## src/rtl/pac_pkg.sv

```systemverilog
// Shared definitions for the packet dispatcher: beat codes, action fields, cast codes
// and FSM state encoding.
package pac_pkg;

  localparam int unsigned DataW    = 134;
  localparam int unsigned NumPorts = 6;
  localparam int unsigned ActW     = 11;

  localparam int unsigned BeatHi = 133;
  localparam int unsigned BeatLo = 132;

  localparam logic [1:0] BeatHead    = 2'b01;
  localparam logic [1:0] BeatBody    = 2'b11;
  localparam logic [1:0] BeatBodyAlt = 2'b00;
  localparam logic [1:0] BeatTail    = 2'b10;

  localparam int unsigned ActCastHi = 10;
  localparam int unsigned ActCastLo = 9;
  localparam int unsigned ActTypeHi = 8;
  localparam int unsigned ActTypeLo = 6;
  localparam int unsigned ActMapHi  = 5;
  localparam int unsigned ActMapLo  = 0;

  localparam logic [1:0] CastUni   = 2'b00;
  localparam logic [1:0] CastBcast = 2'b10;
  localparam logic [1:0] CastMcast = 2'b11;

  typedef enum logic [1:0] {
    StIdle = 2'd0,
    StFwd  = 2'd1,
    StDrop = 2'd2
  } state_e;

  function automatic logic is_group_cast(input logic [1:0] cast);
    return (cast == CastBcast) || (cast == CastMcast);
  endfunction

endpackage

```

## src/rtl/pac_disp_if.sv

```systemverilog
// Dispatcher bus: inbound beats/action/back-pressure and outbound beats/metadata/counters.
interface pac_disp_if;
  import pac_pkg::*;

  logic [DataW-1:0]    in_pac_data;
  logic                in_pac_data_wr;
  logic                in_pac_valid;
  logic                in_pac_valid_wr;
  logic [ActW-1:0]     in_pac_action;
  logic                in_pac_action_wr;
  logic [NumPorts-1:0] in_port_alf;

  logic [DataW-1:0]    out_pac_data;
  logic                out_pac_data_wr;
  logic                out_pac_valid;
  logic                out_pac_valid_wr;
  logic [NumPorts-1:0] out_pac_bitmap;
  logic [2:0]          out_pac_pkttype;
  logic                out_pac_mcast;
  logic [31:0]         out_pac_fwd_cnt;
  logic [31:0]         out_pac_drop_cnt;
  logic [15:0]         out_pac_err_cnt;

  modport master (
    output in_pac_data, in_pac_data_wr, in_pac_valid, in_pac_valid_wr,
           in_pac_action, in_pac_action_wr, in_port_alf,
    input  out_pac_data, out_pac_data_wr, out_pac_valid, out_pac_valid_wr,
           out_pac_bitmap, out_pac_pkttype, out_pac_mcast,
           out_pac_fwd_cnt, out_pac_drop_cnt, out_pac_err_cnt
  );

  modport slave (
    input  in_pac_data, in_pac_data_wr, in_pac_valid, in_pac_valid_wr,
           in_pac_action, in_pac_action_wr, in_port_alf,
    output out_pac_data, out_pac_data_wr, out_pac_valid, out_pac_valid_wr,
           out_pac_bitmap, out_pac_pkttype, out_pac_mcast,
           out_pac_fwd_cnt, out_pac_drop_cnt, out_pac_err_cnt
  );
endinterface

```

## src/rtl/sat_cnt.sv

```systemverilog
// Saturating up-counter: increments on inc_i, sticks at all-ones.
module sat_cnt #(
  parameter int unsigned Width = 16
) (
  input  logic             clk,
  input  logic             rst_n,
  input  logic             inc_i,
  output logic [Width-1:0] cnt_o
);

  logic [Width-1:0] cnt_q, cnt_d;

  always_comb begin
    cnt_d = cnt_q;
    if (inc_i && (cnt_q != '1)) begin
      cnt_d = cnt_q + Width'(1);
    end
  end

  always_ff @(posedge clk or negedge rst_n) begin
    if (!rst_n) begin
      cnt_q <= '0;
    end else begin
      cnt_q <= cnt_d;
    end
  end

  assign cnt_o = cnt_q;

endmodule

```

## src/rtl/pac_disp.sv

```systemverilog
// Packet dispatcher: filters packets by action bitmap and port back-pressure, forwards
// accepted beats with one cycle of latency and keeps forward/drop/error counts.
module pac_disp
  import pac_pkg::*;
(
  input  logic      clk,
  input  logic      rst_n,
  pac_disp_if.slave bus
);

  state_e              state_q, state_d;
  logic [DataW-1:0]    data_q, data_d;
  logic                data_wr_q, data_wr_d;
  logic                valid_q, valid_d;
  logic                valid_wr_q, valid_wr_d;
  logic [NumPorts-1:0] bitmap_q, bitmap_d;
  logic [2:0]          pkttype_q, pkttype_d;
  logic                mcast_q, mcast_d;
  logic                fwd_inc, drop_inc, err_inc;

  logic [1:0]          beat;
  logic [NumPorts-1:0] eff_map;

  assign beat    = bus.in_pac_data[BeatHi:BeatLo];
  assign eff_map = bus.in_pac_action[ActMapHi:ActMapLo] & ~bus.in_port_alf;

  always_comb begin
    state_d    = state_q;
    data_d     = data_q;
    data_wr_d  = 1'b0;
    valid_d    = valid_q;
    valid_wr_d = 1'b0;
    bitmap_d   = bitmap_q;
    pkttype_d  = pkttype_q;
    mcast_d    = mcast_q;
    fwd_inc    = 1'b0;
    drop_inc   = 1'b0;
    err_inc    = 1'b0;

    if (bus.in_pac_data_wr) begin
      unique case (state_q)
        StIdle: begin
          if (beat == BeatHead) begin
            if (bus.in_pac_action_wr && (eff_map != '0)) begin
              data_d    = bus.in_pac_data;
              data_wr_d = 1'b1;
              bitmap_d  = eff_map;
              pkttype_d = bus.in_pac_action[ActTypeHi:ActTypeLo];
              mcast_d   = is_group_cast(bus.in_pac_action[ActCastHi:ActCastLo]);
              state_d   = StFwd;
            end else begin
              state_d = StDrop;
            end
          end else if (beat == BeatTail) begin
            err_inc = 1'b1;
          end
        end
        StFwd: begin
          case (beat)
            BeatHead: begin
              // Missing tail: emit an abort marker and swallow the new packet.
              valid_d    = 1'b0;
              valid_wr_d = 1'b1;
              err_inc    = 1'b1;
              drop_inc   = 1'b1;
              state_d    = StDrop;
            end
            BeatTail: begin
              data_d     = bus.in_pac_data;
              data_wr_d  = 1'b1;
              valid_d    = bus.in_pac_valid_wr ? bus.in_pac_valid : 1'b1;
              valid_wr_d = 1'b1;
              fwd_inc    = 1'b1;
              state_d    = StIdle;
            end
            default: begin
              data_d    = bus.in_pac_data;
              data_wr_d = 1'b1;
            end
          endcase
        end
        StDrop: begin
          if (beat == BeatTail) begin
            drop_inc = 1'b1;
            state_d  = StIdle;
          end
        end
        default: state_d = StIdle;
      endcase
    end
  end

  always_ff @(posedge clk or negedge rst_n) begin
    if (!rst_n) begin
      state_q    <= StIdle;
      data_q     <= '0;
      data_wr_q  <= 1'b0;
      valid_q    <= 1'b0;
      valid_wr_q <= 1'b0;
      bitmap_q   <= '0;
      pkttype_q  <= '0;
      mcast_q    <= 1'b0;
    end else begin
      state_q    <= state_d;
      data_q     <= data_d;
      data_wr_q  <= data_wr_d;
      valid_q    <= valid_d;
      valid_wr_q <= valid_wr_d;
      bitmap_q   <= bitmap_d;
      pkttype_q  <= pkttype_d;
      mcast_q    <= mcast_d;
    end
  end

  sat_cnt #(.Width(32)) u_fwd_cnt (
    .clk   (clk),
    .rst_n (rst_n),
    .inc_i (fwd_inc),
    .cnt_o (bus.out_pac_fwd_cnt)
  );

  sat_cnt #(.Width(32)) u_drop_cnt (
    .clk   (clk),
    .rst_n (rst_n),
    .inc_i (drop_inc),
    .cnt_o (bus.out_pac_drop_cnt)
  );

  sat_cnt #(.Width(16)) u_err_cnt (
    .clk   (clk),
    .rst_n (rst_n),
    .inc_i (err_inc),
    .cnt_o (bus.out_pac_err_cnt)
  );

  assign bus.out_pac_data     = data_q;
  assign bus.out_pac_data_wr  = data_wr_q;
  assign bus.out_pac_valid    = valid_q;
  assign bus.out_pac_valid_wr = valid_wr_q;
  assign bus.out_pac_bitmap   = bitmap_q;
  assign bus.out_pac_pkttype  = pkttype_q;
  assign bus.out_pac_mcast    = mcast_q;

endmodule
```

## src/flat_wrapper.sv

```systemverilog
// flat-port wrapper written by rule: the top's interface ports become plain ports
module pac_disp_flat import pac_pkg::*;
  (clk, rst_n, bus_in_pac_data, bus_in_pac_data_wr, bus_in_pac_valid, bus_in_pac_valid_wr, bus_in_pac_action, bus_in_pac_action_wr, bus_in_port_alf, bus_out_pac_data, bus_out_pac_data_wr, bus_out_pac_valid, bus_out_pac_valid_wr, bus_out_pac_bitmap, bus_out_pac_pkttype, bus_out_pac_mcast, bus_out_pac_fwd_cnt, bus_out_pac_drop_cnt, bus_out_pac_err_cnt);
  pac_disp_if bus_i ();
  input  logic clk;
  input  logic rst_n;
  input wire logic [$bits(bus_i.in_pac_data)-1:0] bus_in_pac_data;
  input wire logic [$bits(bus_i.in_pac_data_wr)-1:0] bus_in_pac_data_wr;
  input wire logic [$bits(bus_i.in_pac_valid)-1:0] bus_in_pac_valid;
  input wire logic [$bits(bus_i.in_pac_valid_wr)-1:0] bus_in_pac_valid_wr;
  input wire logic [$bits(bus_i.in_pac_action)-1:0] bus_in_pac_action;
  input wire logic [$bits(bus_i.in_pac_action_wr)-1:0] bus_in_pac_action_wr;
  input wire logic [$bits(bus_i.in_port_alf)-1:0] bus_in_port_alf;
  output wire logic [$bits(bus_i.out_pac_data)-1:0] bus_out_pac_data;
  output wire logic [$bits(bus_i.out_pac_data_wr)-1:0] bus_out_pac_data_wr;
  output wire logic [$bits(bus_i.out_pac_valid)-1:0] bus_out_pac_valid;
  output wire logic [$bits(bus_i.out_pac_valid_wr)-1:0] bus_out_pac_valid_wr;
  output wire logic [$bits(bus_i.out_pac_bitmap)-1:0] bus_out_pac_bitmap;
  output wire logic [$bits(bus_i.out_pac_pkttype)-1:0] bus_out_pac_pkttype;
  output wire logic [$bits(bus_i.out_pac_mcast)-1:0] bus_out_pac_mcast;
  output wire logic [$bits(bus_i.out_pac_fwd_cnt)-1:0] bus_out_pac_fwd_cnt;
  output wire logic [$bits(bus_i.out_pac_drop_cnt)-1:0] bus_out_pac_drop_cnt;
  output wire logic [$bits(bus_i.out_pac_err_cnt)-1:0] bus_out_pac_err_cnt;
  assign bus_i.in_pac_data = bus_in_pac_data;
  assign bus_i.in_pac_data_wr = bus_in_pac_data_wr;
  assign bus_i.in_pac_valid = bus_in_pac_valid;
  assign bus_i.in_pac_valid_wr = bus_in_pac_valid_wr;
  assign bus_i.in_pac_action = bus_in_pac_action;
  assign bus_i.in_pac_action_wr = bus_in_pac_action_wr;
  assign bus_i.in_port_alf = bus_in_port_alf;
  assign bus_out_pac_data = bus_i.out_pac_data;
  assign bus_out_pac_data_wr = bus_i.out_pac_data_wr;
  assign bus_out_pac_valid = bus_i.out_pac_valid;
  assign bus_out_pac_valid_wr = bus_i.out_pac_valid_wr;
  assign bus_out_pac_bitmap = bus_i.out_pac_bitmap;
  assign bus_out_pac_pkttype = bus_i.out_pac_pkttype;
  assign bus_out_pac_mcast = bus_i.out_pac_mcast;
  assign bus_out_pac_fwd_cnt = bus_i.out_pac_fwd_cnt;
  assign bus_out_pac_drop_cnt = bus_i.out_pac_drop_cnt;
  assign bus_out_pac_err_cnt = bus_i.out_pac_err_cnt;
  pac_disp u_core (.clk(clk), .rst_n(rst_n), .bus(bus_i));
endmodule
```

## config.mk

```make
export PLATFORM = sky130hd
export DESIGN_NAME = pac_disp_flat
export DESIGN_NICKNAME = d
export VERILOG_FILES = /design/src/rtl/pac_pkg.sv /design/src/rtl/pac_disp_if.sv /design/src/rtl/sat_cnt.sv /design/src/rtl/pac_disp.sv /design/src/flat_wrapper.sv
export SDC_FILE = /design/constraint.sdc
export NUM_CORES = 1
export LEC_CHECK = 0
export CORE_MARGIN = 2
export CORE_UTILIZATION = 44
export CTS_CLUSTER_SIZE = 16
export DETAILED_ROUTE_END_ITERATION = 16
export PLACE_DENSITY = 0.81
export SETUP_SLACK_MARGIN = 0.3
export SLEW_MARGIN = 20
export SYNTH_ARGS = -nofsm -noshare
export SYNTH_HDL_FRONTEND = slang
export SYNTH_SLANG_ARGS = --single-unit
```

## constraint.sdc

```tcl
create_clock -name clk -period 2.58 [get_ports clk]
set_input_delay 0.516 -clock clk [delete_from_list [all_inputs] [get_ports clk]]
set_output_delay 0.516 -clock clk [all_outputs]
set_load 0.1 [all_outputs]
```

==> results of run 1 <==
-- critical path, stage by stage --
cell	delay, ps
sky130_fd_sc_hd__clkdlybuf4s50_1	380
sky130_fd_sc_hd__nor2b_1	130
sky130_fd_sc_hd__or4_4	500
sky130_fd_sc_hd__o31ai_4	280
sky130_fd_sc_hd__a21oi_4	130
sky130_fd_sc_hd__buf_12	170
sky130_fd_sc_hd__buf_16	160
sky130_fd_sc_hd__mux2_1	340
-- layout make-up --
class	count	area share, %
Tap cell	275	2.36
Timing Repair Buffer	424	26.2
Inverter	11	0.283
Antenna cell	1	0.0172
Sequential cell	229	40.0
Clock inverter	8	0.635
Multi-Input combinational cell	447	25.6
Clock buffer	36	4.92
-- path summary, 6_finish.rpt --
path	slack (ps)	from	end	cells after the start
worst max-delay path	340	bus_in_pac_action[4]	u_core.bus.out_pac_data[77]	8
worst min-delay path	360	bus_in_pac_data[132]	u_core.bus.out_pac_data[132]	2
worst max register to register	390	u_core.state_q[1]	u_core.bus.out_pac_data[128]	10
worst min register to register	480	u_core.u_drop_cnt.cnt_o[12]	u_core.u_drop_cnt.cnt_o[12]	1
max in group asynchronous	1300	rst_n	u_core.u_fwd_cnt.cnt_o[1]	3
min in group asynchronous	580	rst_n	u_core.bus.out_pac_data[2]	2
-- logic make-up (layout without fill, tap and decap cells) --
family / after synthesis / count (layout) / share of synthesized area, %
compound gates: 20 / 20 / 1.69
flops: 229 / 229 / 59.9
buf+inv: 32 / 479 / 1.79
other cells: 0 / 1 / 0
xor+xnor: 76 / 76 / 6.96
simple gates: 195 / 195 / 11.1
fa+ha+maj: 9 / 9 / 1.18
mux: 147 / 147 / 17.3
-- layer usage --
| metal | vias to the layer above | routed length [um] | track usage (%) |
|---|---|---|---|
| met1 | 3571 | 9970 | 25.3 |
| met4 | 0 | 1070 | 9.16 |
| met2 | 278 | 14300 | 39.5 |
| li1 | 3375 | - | - |
| met5 | - | 0 | 0 |
| met3 | 62 | 2250 | 5.75 |
-- metrics by stage --
step                      cells  cell area (um2)  hold slack [ps]
after floorplan             708             9670              220
after global placement     1376            13500              462
after detailed placement   1376            13500              464
after CTS                  1422            14400              465
after global routing       1431            14600              357
final                      1431            14600              357
-- cell usage in the layout, fill, tap and decap left out, types with 4 or more instances in the layout --
cell type / count
sky130_fd_sc_hd__clkdlybuf4s50_1: 148
sky130_fd_sc_hd__xnor2_1: 40
sky130_fd_sc_hd__dfrtp_1: 162
sky130_fd_sc_hd__dfrtp_2: 57
sky130_fd_sc_hd__nor4_1: 4
sky130_fd_sc_hd__clkbuf_1: 6
sky130_fd_sc_hd__xor2_1: 36
sky130_fd_sc_hd__nand4_1: 25
sky130_fd_sc_hd__nor2_1: 26
sky130_fd_sc_hd__dlymetal6s2s_1: 5
sky130_fd_sc_hd__dfrtp_4: 10
sky130_fd_sc_hd__buf_12: 7
sky130_fd_sc_hd__clkbuf_8: 5
sky130_fd_sc_hd__nand3_1: 34
sky130_fd_sc_hd__nor2b_1: 7
sky130_fd_sc_hd__mux2_2: 87
sky130_fd_sc_hd__and4_1: 7
sky130_fd_sc_hd__ha_1: 7
sky130_fd_sc_hd__clkinv_2: 5
sky130_fd_sc_hd__inv_1: 10
sky130_fd_sc_hd__nor3_1: 16
sky130_fd_sc_hd__nand2_1: 37
sky130_fd_sc_hd__mux2_1: 58
sky130_fd_sc_hd__clkbuf_16: 29
sky130_fd_sc_hd__buf_4: 251
sky130_fd_sc_hd__and3_1: 11
-- state kept, by name, summed over array words and instances (netlist names) --
name	count
u_core.bus.out_pac_data	134
u_core.bus.out_pac_valid_wr	1
u_core.u_err_cnt.cnt_o	16
u_core.u_drop_cnt.cnt_o	32
u_core.state_q	2
u_core.bus.out_pac_bitmap	6
u_core.bus.out_pac_mcast	1
u_core.u_fwd_cnt.cnt_o	32
u_core.bus.out_pac_valid	1
u_core.bus.out_pac_pkttype	3
u_core.bus.out_pac_data_wr	1
-- timing repair --
item | 4_1_cts | 5_1_grt
resized for setup | 4 | 22
setup buffers | 0 | 3
endpoints found under the hold margin | 42 | 0
pin swaps | 0 | 1
cloned | 1 | 5
hold buffers | 1 | 0
endpoints found under the setup margin | 42 | 148
==> parameters.txt, run 1 <==
Parameter                              Value

Synth
  Proportion of netlist area held by the largest area contributor    59.9%
  Cell accounting for the most synthesized area    sky130_fd_sc_hd__dfrtp_1
  Top cells by area, synth    sky130_fd_sc_hd__dfrtp_1, sky130_fd_sc_hd__mux2_2, sky130_fd_sc_hd__mux2_1, sky130_fd_sc_hd__xnor2_1, sky130_fd_sc_hd__xor2_1
  Number of nets produced by synthesis    874
  Post-synth EDFFs    0
  Number of cells produced by synthesis    slightly above 700
  Share of synthesized registers carrying an async set or reset    100%
  Proportion of synthesized chip area in sequential cells    59.9%
  Mean cell area of the mapped netlist    13.5 um2
  Most numerous cell in the Yosys netlist    sky130_fd_sc_hd__dfrtp_1
  Most common library cells after synthesis    sky130_fd_sc_hd__dfrtp_1, sky130_fd_sc_hd__mux2_2, sky130_fd_sc_hd__mux2_1
  Number of storage elements in the synthesis netlist    229
  Top_reg_cell synth    sky130_fd_sc_hd__dfrtp_1
  Synth unique cells    49
  Ys Warns    0
  Mapped Area    around 9600 um2

Clock network
  Clock Path Buffers    3
  Number of buffers inserted during clock tree synthesis    24
  Clk_lat worst skew    510 ps
  Root buffer cell    sky130_fd_sc_hd__clkbuf_16
  Htree depth    1
  TritonCTS Sinks    approximately 230
  CTS tree    yes
  Clock Pin Slew Worst Setup and Hold Paths    60 ps

STA
  Tightest slew margin relative to the limit    approximately 55%
  Setup violation total in the final timing report    0
  Total Negative Setup Slacks    0 ps
  Least-Margin Pin Slew    between 600 and 700 ps
  Post-layout worst setup margin    341 ps
  Tmin final    2240 ps
  Hold Fails Final Rpt    0
  Post-Route Skew    approximately 12 ps
  Setup repair after global routing missed its margin    true
  Highest attainable clock frequency    around 450 MHz
  Total count of max-transition violations in the final report    0
  Tcrit/Tclk final    between 80% and 90%

Die
  Die height    151 um
  Number of top-level pins    384
  Number of rows created at floorplan    53
  Initial core utilization    45.2%
  Die area    22900 um2
  Core region area    21200 um2
  Floorplan die width    151 um

Detailed routing
  Post-route antenna net violation count    0
  Final routed wire length divided by cell count    between 15 and 20 um
  Via count    ~7300
  DRC Markers    0
  Detailed router's first-iteration violation count    250
  Initial DRT Pass Iterations    4
  Total detailed-routing wirelength    27600 um
  Via density per instance    5.09

GRT
  Number of global-route vias before repair    approximately 7300
  Global-route wire length before repair    39700 um
  Largest net degree at the start of global routing    70
  GRT Total Usage    22.2%
  Global route overflow    0
  Initial antenna violation count    1

Layout
  Area of the multi-input gates    3730 um2
  Number of nets at the end of the flow    1303
  Share of the core filled with cells    68.9%
  Fraction of final layout cells sized beyond drive strength 1    41.6%
  Post-synthesis to final-layout area growth    52.5%
  Number of inserted filler cells in the final layout    between 1500 and 2000
  FF+latch area    5840 um2

Status
  Outcome    finished clean

Critical path
  Required time of the critical path    just under 3000 ps
  Arrival time at the worst endpoint    2620 ps
  Crit path launch type    primary input
  Class of the most critical setup path    primary input to register
  Crit-path max FO    17
  Worst setup EP type    register

Min path
  Class of the tightest hold or removal check    primary input to register

Place
  HPWL after detailed placement    20000 um
  Worst slack at placement    -279 ps
  I/O Buffers    382
  Placer Congestion    0.810

Job
  Number of maximum-capacitance constraint violations    0
Power of run 1 is not shown: default switching activity piles up to over one toggle a cycle in this logic, so the estimate is an artifact.
==> run 2: changes to the inputs <==
- CAP_MARGIN: unset -> 30
- SKIP_LAST_GASP: unset -> 1
==> results of run 2 <==
Same layout as run 1: the final DEF is identical, and so are final timing and power.
Power of run 2 is left out for the same reason.
==> run 3: changes to the inputs <==
- SYNTH_HIERARCHICAL: unset -> 1
==> parameters.txt, run 3 <==
Parameter                              Value

STA
  Post-Route Skew    14.5 ps (+2.68 ps)
  Post-layout worst setup margin    408 ps (+67.0 ps)
  Tightest slew margin relative to the limit    66.4% (+11 points)
  Tmin final    2170 ps (-67.0 ps)
  Tcrit/Tclk final    84.2% (-2.6 points)
  Setup repair after global routing missed its margin    true
  Total count of max-transition violations in the final report    0 (unchanged)
  Hold Fails Final Rpt    0 (unchanged)
  Setup violation total in the final timing report    0 (unchanged)
  Least-Margin Pin Slew    504 ps (-158 ps)
  Total Negative Setup Slacks    0 ps (unchanged)
  Highest attainable clock frequency    460 MHz (+3.1%)

Detailed routing
  Detailed router's first-iteration violation count    260 (+4.0%)
  Total detailed-routing wirelength    25900 um (-6.0%)
  DRC Markers    0 (unchanged)
  Final routed wire length divided by cell count    17.7 um (-8.2%)
  Initial DRT Pass Iterations    4 (unchanged)
  Post-route antenna net violation count    0 (unchanged)
  Via density per instance    5.08 (-0.15%)
  Via count    7448 (+2.2%)

GRT
  Number of global-route vias before repair    7711 (+5.9%)
  GRT Total Usage    21.7% (-0.50 points)
  Initial antenna violation count    0 (-1)
  Largest net degree at the start of global routing    74 (+5.7%)
  Global route overflow    0 (unchanged)
  Global-route wire length before repair    41700 um (+5.1%)

Critical path
  R2R cell count    8 (-2)
  CP startpoint    u_core/state_q[0]
  Reg2Reg Capture Point    u_core/bus.out_pac_data[33]
  Worst reg2reg path startpoint    u_core/state_q[0]
  Crit path launch type    register
  Class of the most critical setup path    register to register
  Capture point of the worst path    u_core/bus.out_pac_data[33]
  Required time of the critical path    2960 ps (about the same)
  Worst setup EP type    register
  Crit-path max FO    16 (-1)
  Arrival time at the worst endpoint    2550 ps (-70 ps)
  Setup slack of the worst register-to-register path    410 ps (+20 ps)

Die
  Die height    153 um (+1.3%)
  Number of rows created at floorplan    54 (+1.9%)
  Core region area    21900 um2 (+3.5%)
  Number of top-level pins    384 (unchanged)
  Floorplan die width    153 um (+1.3%)
  Die area    23500 um2 (+2.6%)
  Initial core utilization    44.9% (-0.34 points)

Place
  Placement-stage cell area    13900 um2 (+2.7%)
  I/O Buffers    382 (unchanged)
  Placer Congestion    0.820 (+1.3%)
  HPWL after detailed placement    19500 um (-2.6%)
  Worst slack at placement    -312 ps (-33.2 ps)

Clock network
  Clock Pin Slew Worst Setup and Hold Paths    60 ps (about the same)
  Clock Path Buffers    3 (unchanged)
  Clk_lat worst skew    510 ps (about the same)
  Htree depth    1 (unchanged)
  Number of buffers inserted during clock tree synthesis    24 (unchanged)
  Root buffer cell    sky130_fd_sc_hd__clkbuf_16
  CTS tree    yes
  TritonCTS Sinks    229 (unchanged)

Synth
  Number of cells produced by synthesis    727 (+2.7%)
  Mean cell area of the mapped netlist    13.5 um2 (about the same)
  Top cells by area, synth    sky130_fd_sc_hd__dfrtp_1, sky130_fd_sc_hd__mux2_2, sky130_fd_sc_hd__mux2_1, sky130_fd_sc_hd__xnor2_1, sky130_fd_sc_hd__xor2_1
  Most numerous cell in the Yosys netlist    sky130_fd_sc_hd__dfrtp_1
  Post-synth EDFFs    0 (unchanged)
  Cell accounting for the most synthesized area    sky130_fd_sc_hd__dfrtp_1
  Most common library cells after synthesis    sky130_fd_sc_hd__dfrtp_1, sky130_fd_sc_hd__mux2_2, sky130_fd_sc_hd__mux2_1
  Proportion of netlist area held by the largest area contributor    58.4% (-1.6 points)
  Mapped Area    9820 um2 (+2.7%)
  Proportion of synthesized chip area in sequential cells    58.4% (-1.6 points)
  Number of storage elements in the synthesis netlist    229 (unchanged)
  Top_reg_cell synth    sky130_fd_sc_hd__dfrtp_1
  Share of synthesized registers carrying an async set or reset    100% (unchanged)
  Synth unique cells    59 (+20%)
  Number of nets produced by synthesis    893 (+2.2%)
  Ys Warns    6 (+6)

Layout
  FF+latch area    5830 um2 (-0.15%)
  Number of nets at the end of the flow    1333 (+2.3%)
  Number of diodes added for antenna fixing    0 (-1)
  Post-layout instance area    14900 um2 (+2.0%)
  Share of the core filled with cells    68.0% (-0.97 points)
  Area of the multi-input gates    4010 um2 (+7.4%)
  Number of inserted filler cells in the final layout    1612 (+2.7%)
  Max FFs per register    134 (unchanged)
  Post-synthesis to final-layout area growth    51.5%
  Fraction of final layout cells sized beyond drive strength 1    42.0% (+0.38 points)
  Most common library cell in the layout ignoring fill and taps    sky130_fd_sc_hd__buf_4
  Leading cell types in the layout, fill and taps excluded    sky130_fd_sc_hd__buf_4, sky130_fd_sc_hd__dfrtp_1, sky130_fd_sc_hd__clkdlybuf4s50_1

Job
  Number of maximum-capacitance constraint violations    0 (unchanged)

Status
  Outcome    finished clean

Min path
  Class of the tightest hold or removal check    primary input to register
  Worst hold start    bus_in_pac_data[132]
## run 3: cell types whose count changed after synthesis, moves of 4 or more
cell | before | now
sky130_fd_sc_hd__nand2_1 | 37 | 45
sky130_fd_sc_hd__clkbuf_1 | 12 | 2
sky130_fd_sc_hd__nand3_1 | 36 | 23
sky130_fd_sc_hd__xor2_1 | 36 | 31
sky130_fd_sc_hd__nor3_1 | 16 | 11
sky130_fd_sc_hd__a21oi_1 | 2 | 8
sky130_fd_sc_hd__buf_2 | 1 | 8
sky130_fd_sc_hd__xnor2_1 | 40 | 35
sky130_fd_sc_hd__nand4_2 | 0 | 4
sky130_fd_sc_hd__o21a_1 | 1 | 5
## run 3: final cells by class
| type | count | area share (%) |
|---|---|---|
| multi-input cells | 465 | 26.9 |
| repair buffers | 433 | 25.5 |
| well taps | 280 | 2.35 |
| flip-flops and latches | 229 | 39.2 |
| clock buffers | 35 | 4.66 |
| inverters | 14 | 0.353 |
| clock inverters | 9 | 0.975 |
## run 3: cell families after synthesis
family / Yosys count / share of synthesized area [%]
AND/OR/NAND/NOR: 199 / 12.0
multiplexers: 148 / 16.9
flip-flops: 229 / 58.4
XOR/XNOR: 66 / 5.89
buffers and inverters: 33 / 2.01
adder cells (fa/ha/maj): 9 / 1.15
AO/OA/AOI/OAI: 43 / 3.68
## run 3: worst min-delay path by stage
stage	endpoint	slack, ps	depth (start not counted)
after detailed placement	u_core/u_fwd_cnt/cnt_o[21]	470	1
after global placement	u_core/u_fwd_cnt/cnt_o[13]	470	1
final	u_core/bus.out_pac_data[132]	470	2
after floorplan	u_core/bus.out_pac_bitmap[0]	220	0
after global routing	u_core/bus.out_pac_data[132]	480	2
after CTS	u_core/bus.out_pac_data[132]	440	2
## run 3: layer usage
metal / vias up / wire [um] / track usage, %
li1: 3491 / - / -
met1: 3645 / 10200 / 26.9
met2: 259 / 13100 / 37.8
met3: 53 / 1800 / 5.25
met4: 0 / 733 / 6.25
met5: - / 0 / 0
## run 3: repair_timing
action,in CTS,in global routing
gates resized for setup,10,5
pin swaps,1,3
endpoints found under the hold margin,61,0
cloned,2,0
hold buffers,1,0
setup endpoints to repair,93,50
buffers inserted,2,2
## run 3: critical path, stage by stage, from the launching register on
cell                        delay [ps]
sky130_fd_sc_hd__dfrtp_2           440
sky130_fd_sc_hd__inv_2              90
sky130_fd_sc_hd__ha_4              180
sky130_fd_sc_hd__and4b_1           200
sky130_fd_sc_hd__o21ai_1           110
sky130_fd_sc_hd__a31oi_4           240
sky130_fd_sc_hd__bufbuf_16         320
sky130_fd_sc_hd__buf_12            150
sky130_fd_sc_hd__mux2_1            330
## run 3: through the flow
stage,instances,hold slack [ps]
3_3_place_gp,1414,466
4_1_cts,1463,443
6_report,1465,472
3_5_place_dp,1414,472
5_1_grt,1465,477
2_1_floorplan,727,220
Power of run 3 is left out for the same reason.
==> edit 1 (flow settings as in run 2) <==
Make the reset (`rst_n`) synchronous in 2 clocked blocks.
--- a/src/rtl/sat_cnt.sv
+++ b/src/rtl/sat_cnt.sv
@@ -17,7 +17,7 @@
     end
   end
 
-  always_ff @(posedge clk or negedge rst_n) begin
+  always_ff @(posedge clk) begin
     if (!rst_n) begin
       cnt_q <= '0;
     end else begin
--- a/src/rtl/pac_disp.sv
+++ b/src/rtl/pac_disp.sv
@@ -90,7 +90,7 @@
     end
   end
 
-  always_ff @(posedge clk or negedge rst_n) begin
+  always_ff @(posedge clk) begin
     if (!rst_n) begin
       state_q    <= StIdle;
       data_q     <= '0;
Check against the original RTL: not equivalent (Yosys sat finds a counterexample within 4 cycles, from zero or initial values and one cycle with rst_n low; the reset may be asserted at any time).
==> edit 1 against run 2 <==
- die area is 7.1% higher
- setup slack better by 0.036 ns
- critical path depth stayed put
- fmax is 1.6% higher
- highest routed layer unchanged
- final area is 5.5% higher
- via count is 51% higher
- count of clock-buffer cells in the layout is 1 higher
- wire length is 26% higher
- synthesized area is 7.2% higher
- sequential cell count stayed put
- critical path type unchanged
==> edit 1: results (changes against run 2) <==
| Metric | Value |
|---|---|
| Worst slew pin tran | 0.756 ns (was 0.662 ns) |
| Clock Tree Buf Depth | 3 (unchanged) |
| DR WL met3 | 2910 um (was 2250 um) |
| Top cells by area, synth | dfxtp_1, o211ai_1, a21oi_1, nand3_1, clkbuf_1 (was dfrtp_1, mux2_2, mux2_1, xnor2_1, xor2_1) |
| Root Buffer | clkbuf_16 (unchanged) |
| GR Util met3 | 0.0695 (was 0.0575) |
| Vias/cell | 5.73 (was 5.09) |
| Core Util, Final | 0.675 (was 0.689) |
| Initial detailed-routing violation count | 742 (was 250) |
| Clock latency on the worst-skew pair | 0.53 ns (was 0.51 ns) |
| Fin cells | 1914 (was 1431) |
| Number of filler cells placed in the layout | 1827 (was 1570) |
| Largest net degree at the start of global routing | 74 (was 70) |
| Crit-path max FO | 20 (was 17) |
| DP Area | 0.0144 mm2 (was 0.0135 mm2) |
| Pre-CTS setup slack | -0.298 ns (was -0.279 ns) |
| Max stage delay on crit path | 0.59 ns (was 0.50 ns) |
| Synth unique cells | 55 (was 49) |
| Crit path DAT | 2.59 ns (was 2.62 ns) |
| Static leakage | 0.00578 uW |
| Status | finished, final reports clean (unchanged) |
| Post-Synthesis Cells | 1202 (was 708) |
| Avg WL per Cell | 18.1 um (was 19.3 um) |
| Final RePlAce weighted congestion | 0.860 (was 0.810) |
| H-tree depth | 1 (unchanged) |
| Number of global-route vias before repair | 10200 (was 7282) |
| Post-Route M1 WL | 13700 um (was 9970 um) |
| Global-route wire length before repair | 53900 um (was 39700 um) |
| Top cells by count, synth | dfxtp_1, a21oi_1, nand3_1 (was dfrtp_1, mux2_2, mux2_1) |
| Asr flop ratio synth | 0 (was 1.00) |
| Layout cells sized above 1 | 0.278 (was 0.416) |
| Port Buf Inserts | 382 (unchanged) |
| Syn Nets | 1368 (was 874) |
| Initial antenna violation count | 0 (was 1) |
| Num CTS Buffers | 26 (was 24) |
| Metal2 WL | 16800 um (was 14300 um) |
| Worst min path class | input port to register (unchanged) |
| DP HPWL | 24300 um (was 20000 um) |
| Layout Nets | 1748 (was 1303) |
| Clock power frac | 0.453 |
| CTS clock-pin slew for the worst setup and hold paths | 0.06 ns (about the same) |
| Sequential cell area fraction in the yosys report | 0.447 (was 0.599) |
| Met1 usage | 0.330 (was 0.253) |
| DR pass1 iterations | 5 (was 4) |
| GRT Util Overall | 0.266 (was 0.222) |
| Worst Skew | 0.0146 ns (was 0.0118 ns) |
| Met2 global-route usage | 0.441 (was 0.395) |
[edit 1: path summary, 6_finish.rpt]
path,from,endpoint,slack (ns),depth (start not counted)
worst max-delay path,bus_in_pac_action[5],u_core.bus.out_pac_data[73],0.38,8
worst min-delay path,bus_in_pac_data_wr,u_core.bus.out_pac_data_wr,0.41,3
worst max register to register,u_core.u_drop_cnt.cnt_o[1],u_core.u_drop_cnt.cnt_o[7],0.38,7
worst min register to register,u_core.bus.out_pac_data[133],u_core.bus.out_pac_data[133],0.47,2
[edit 1: cell type report]
type	instances	share of cell area
multi-input cells	848	0.341
flip-flops and latches	229	0.306
repair buffers	462	0.264
clock buffers	37	0.0509
well taps	313	0.0255
clock inverters	9	0.00781
inverters	15	0.00399
diodes	1	0.000163
[edit 1: through the flow]
step,setup TNS [ns],power [uW]
after floorplan,0,4300
after global placement,-11.32,4740
after detailed placement,-15.58,4750
after CTS,0,8620
after global routing,0,8830
final,0,8570
[edit 1: what timing repair did]
item	in CTS	in global routing
setup buffers	0	5
pin swaps	1	1
resized for setup	2	8
endpoints found under the setup margin	11	41
gates cloned	0	1
hold buffers	0	0
[edit 1: critical path, delay by kind of cell]
kind / cells / cell delay, ns
AOI/OAI and AO/OA: 3 / 0.64
buffers and inverters: 3 / 0.69
and+or+nand+nor: 2 / 0.73
[edit 1: kinds of logic (layout without fill, tap and decap cells)]
group	after synthesis	in the layout	synth area share
adder cells (fa/ha/maj)	9	9	0.0110
XOR/XNOR	26	26	0.0222
buffers and inverters	126	523	0.0493
AO/OA/AOI/OAI	385	386	0.238
AND/OR/NAND/NOR	409	409	0.215
multiplexers	18	18	0.0176
flip-flops	229	229	0.447
other	0	1	0
==> edit 2 (settings of run 2) <==
Without the edit above. Take the reset off `data_q` and load it in a clocked block of its own.
--- a/src/rtl/pac_disp.sv
+++ b/src/rtl/pac_disp.sv
@@ -93,7 +93,6 @@
   always_ff @(posedge clk or negedge rst_n) begin
     if (!rst_n) begin
       state_q    <= StIdle;
-      data_q     <= '0;
       data_wr_q  <= 1'b0;
       valid_q    <= 1'b0;
       valid_wr_q <= 1'b0;
@@ -102,7 +101,6 @@
       mcast_q    <= 1'b0;
     end else begin
       state_q    <= state_d;
-      data_q     <= data_d;
       data_wr_q  <= data_wr_d;
       valid_q    <= valid_d;
       valid_wr_q <= valid_wr_d;
@@ -110,6 +108,10 @@
       pkttype_q  <= pkttype_d;
       mcast_q    <= mcast_d;
     end
+  end
+
+  always_ff @(posedge clk) begin
+    data_q <= data_d;
   end
 
   sat_cnt #(.Width(32)) u_fwd_cnt (
Check against the original RTL: not equivalent (Yosys sat finds a counterexample within 4 cycles, from zero or initial values and one cycle with rst_n low).
==> edit 2 against run 2 <==
- sequential cell count unchanged
- synthesized area decreased by 11%
- final area decreased by 8.1%
- setup slack improved by 0.069 ns
- wire length increased by 1.6%
- die area decreased by 10%
- non-clock buffer count decreased by 17
==> edit 2: results (changes against run 2) <==
| Metric | Value |
|---|---|
| Status | finished, final reports clean (unchanged) |
| Crit-path max FO | 40 (was 17) |
| Buffering overhead | 0.265 (was 0.262) |
| Top cells by area, synth | edfxtp_1, dfrtp_1, xnor2_1, xor2_1, nand4_1 (was dfrtp_1, mux2_2, mux2_1, xnor2_1, xor2_1) |
| Final RePlAce weighted congestion | 0.889 (was 0.810) |
| DR WL met3 | 3330 um (was 2250 um) |
| Post CTS Setup Buffer Count | 1 (was 0) |
| Metal2 WL | 13200 um (was 14300 um) |
| Diodes inserted | 5 (was 1) |
| Top cells by count, synth | edfxtp_1, dfrtp_1, xnor2_1 (was dfrtp_1, mux2_2, mux2_1) |
| Pre-CTS setup slack | -0.303 ns (was -0.279 ns) |
| Reg-to-Reg Start | u_core.u_fwd_cnt.cnt_o[8] (was u_core.state_q[1]) |
| Multi-input logic area | 0.00215 mm2 (was 0.00373 mm2) |
| Num CTS Buffers | 25 (was 24) |
| Initial detailed-routing violation count | 384 (was 250) |
| Vias/cell | 5.04 (was 5.09) |
| Synth Flop Type | edfxtp_1 (was dfrtp_1) |
| Post-CTS sizing | 0 (was 4) |
| Asr flop ratio synth | 0.415 (was 1.00) |
| Global-route wire length before repair | 38800 um (was 39700 um) |
| Buffers, non-clock | 407 (was 424) |
| #MultiIn Comb | 292 (was 447) |
| Worst Skew | 0.0181 ns (was 0.0118 ns) |
| GRT Util Overall | 0.258 (was 0.222) |
| Number of global-route vias before repair | 6136 (was 7282) |
| Non-CTS inverters | 10 (was 11) |
| Max Fclk | 461 MHz (was 447 MHz) |
| Worst hold slack | 0.479 ns (was 0.357 ns) |
| Reg2Reg Setup Slack | 0.44 ns (was 0.39 ns) |
| Largest net degree at the start of global routing | 61 (was 70) |
| Post-Route M1 WL | 10600 um (was 9970 um) |
==> edit 2: changes by cell type after synthesis, sizes merged, moves of 5 or more <==
cell / run 2 / this run
and3: 11 / 21
buf: 8 / 3
clkbuf: 13 / 2
dfrtp: 229 / 95
edfxtp: 0 / 134
mux2: 147 / 13
nand3: 37 / 27
nor2: 26 / 17
==> edit 2: cells by family (layout without fill, tap and decap cells) <==
family / count (synthesis) / count (layout) / share of synthesized area
mux: 13 / 13 / 0.0176
simple gates: 175 / 175 / 0.113
xor+xnor: 77 / 77 / 0.0790
fa+ha+maj: 9 / 9 / 0.0132
flops: 229 / 229 / 0.749
buf+inv: 15 / 462 / 0.00689
other cells: 0 / 5 / 0
compound gates: 18 / 18 / 0.0207
==> edit 2: per-layer routing <==
layer	global-route usage	vias to the layer above
met1	0.322	3093
met3	0.109	51
met4	0.0779	0
met2	0.412	290
met5	0	-
li1	-	2855
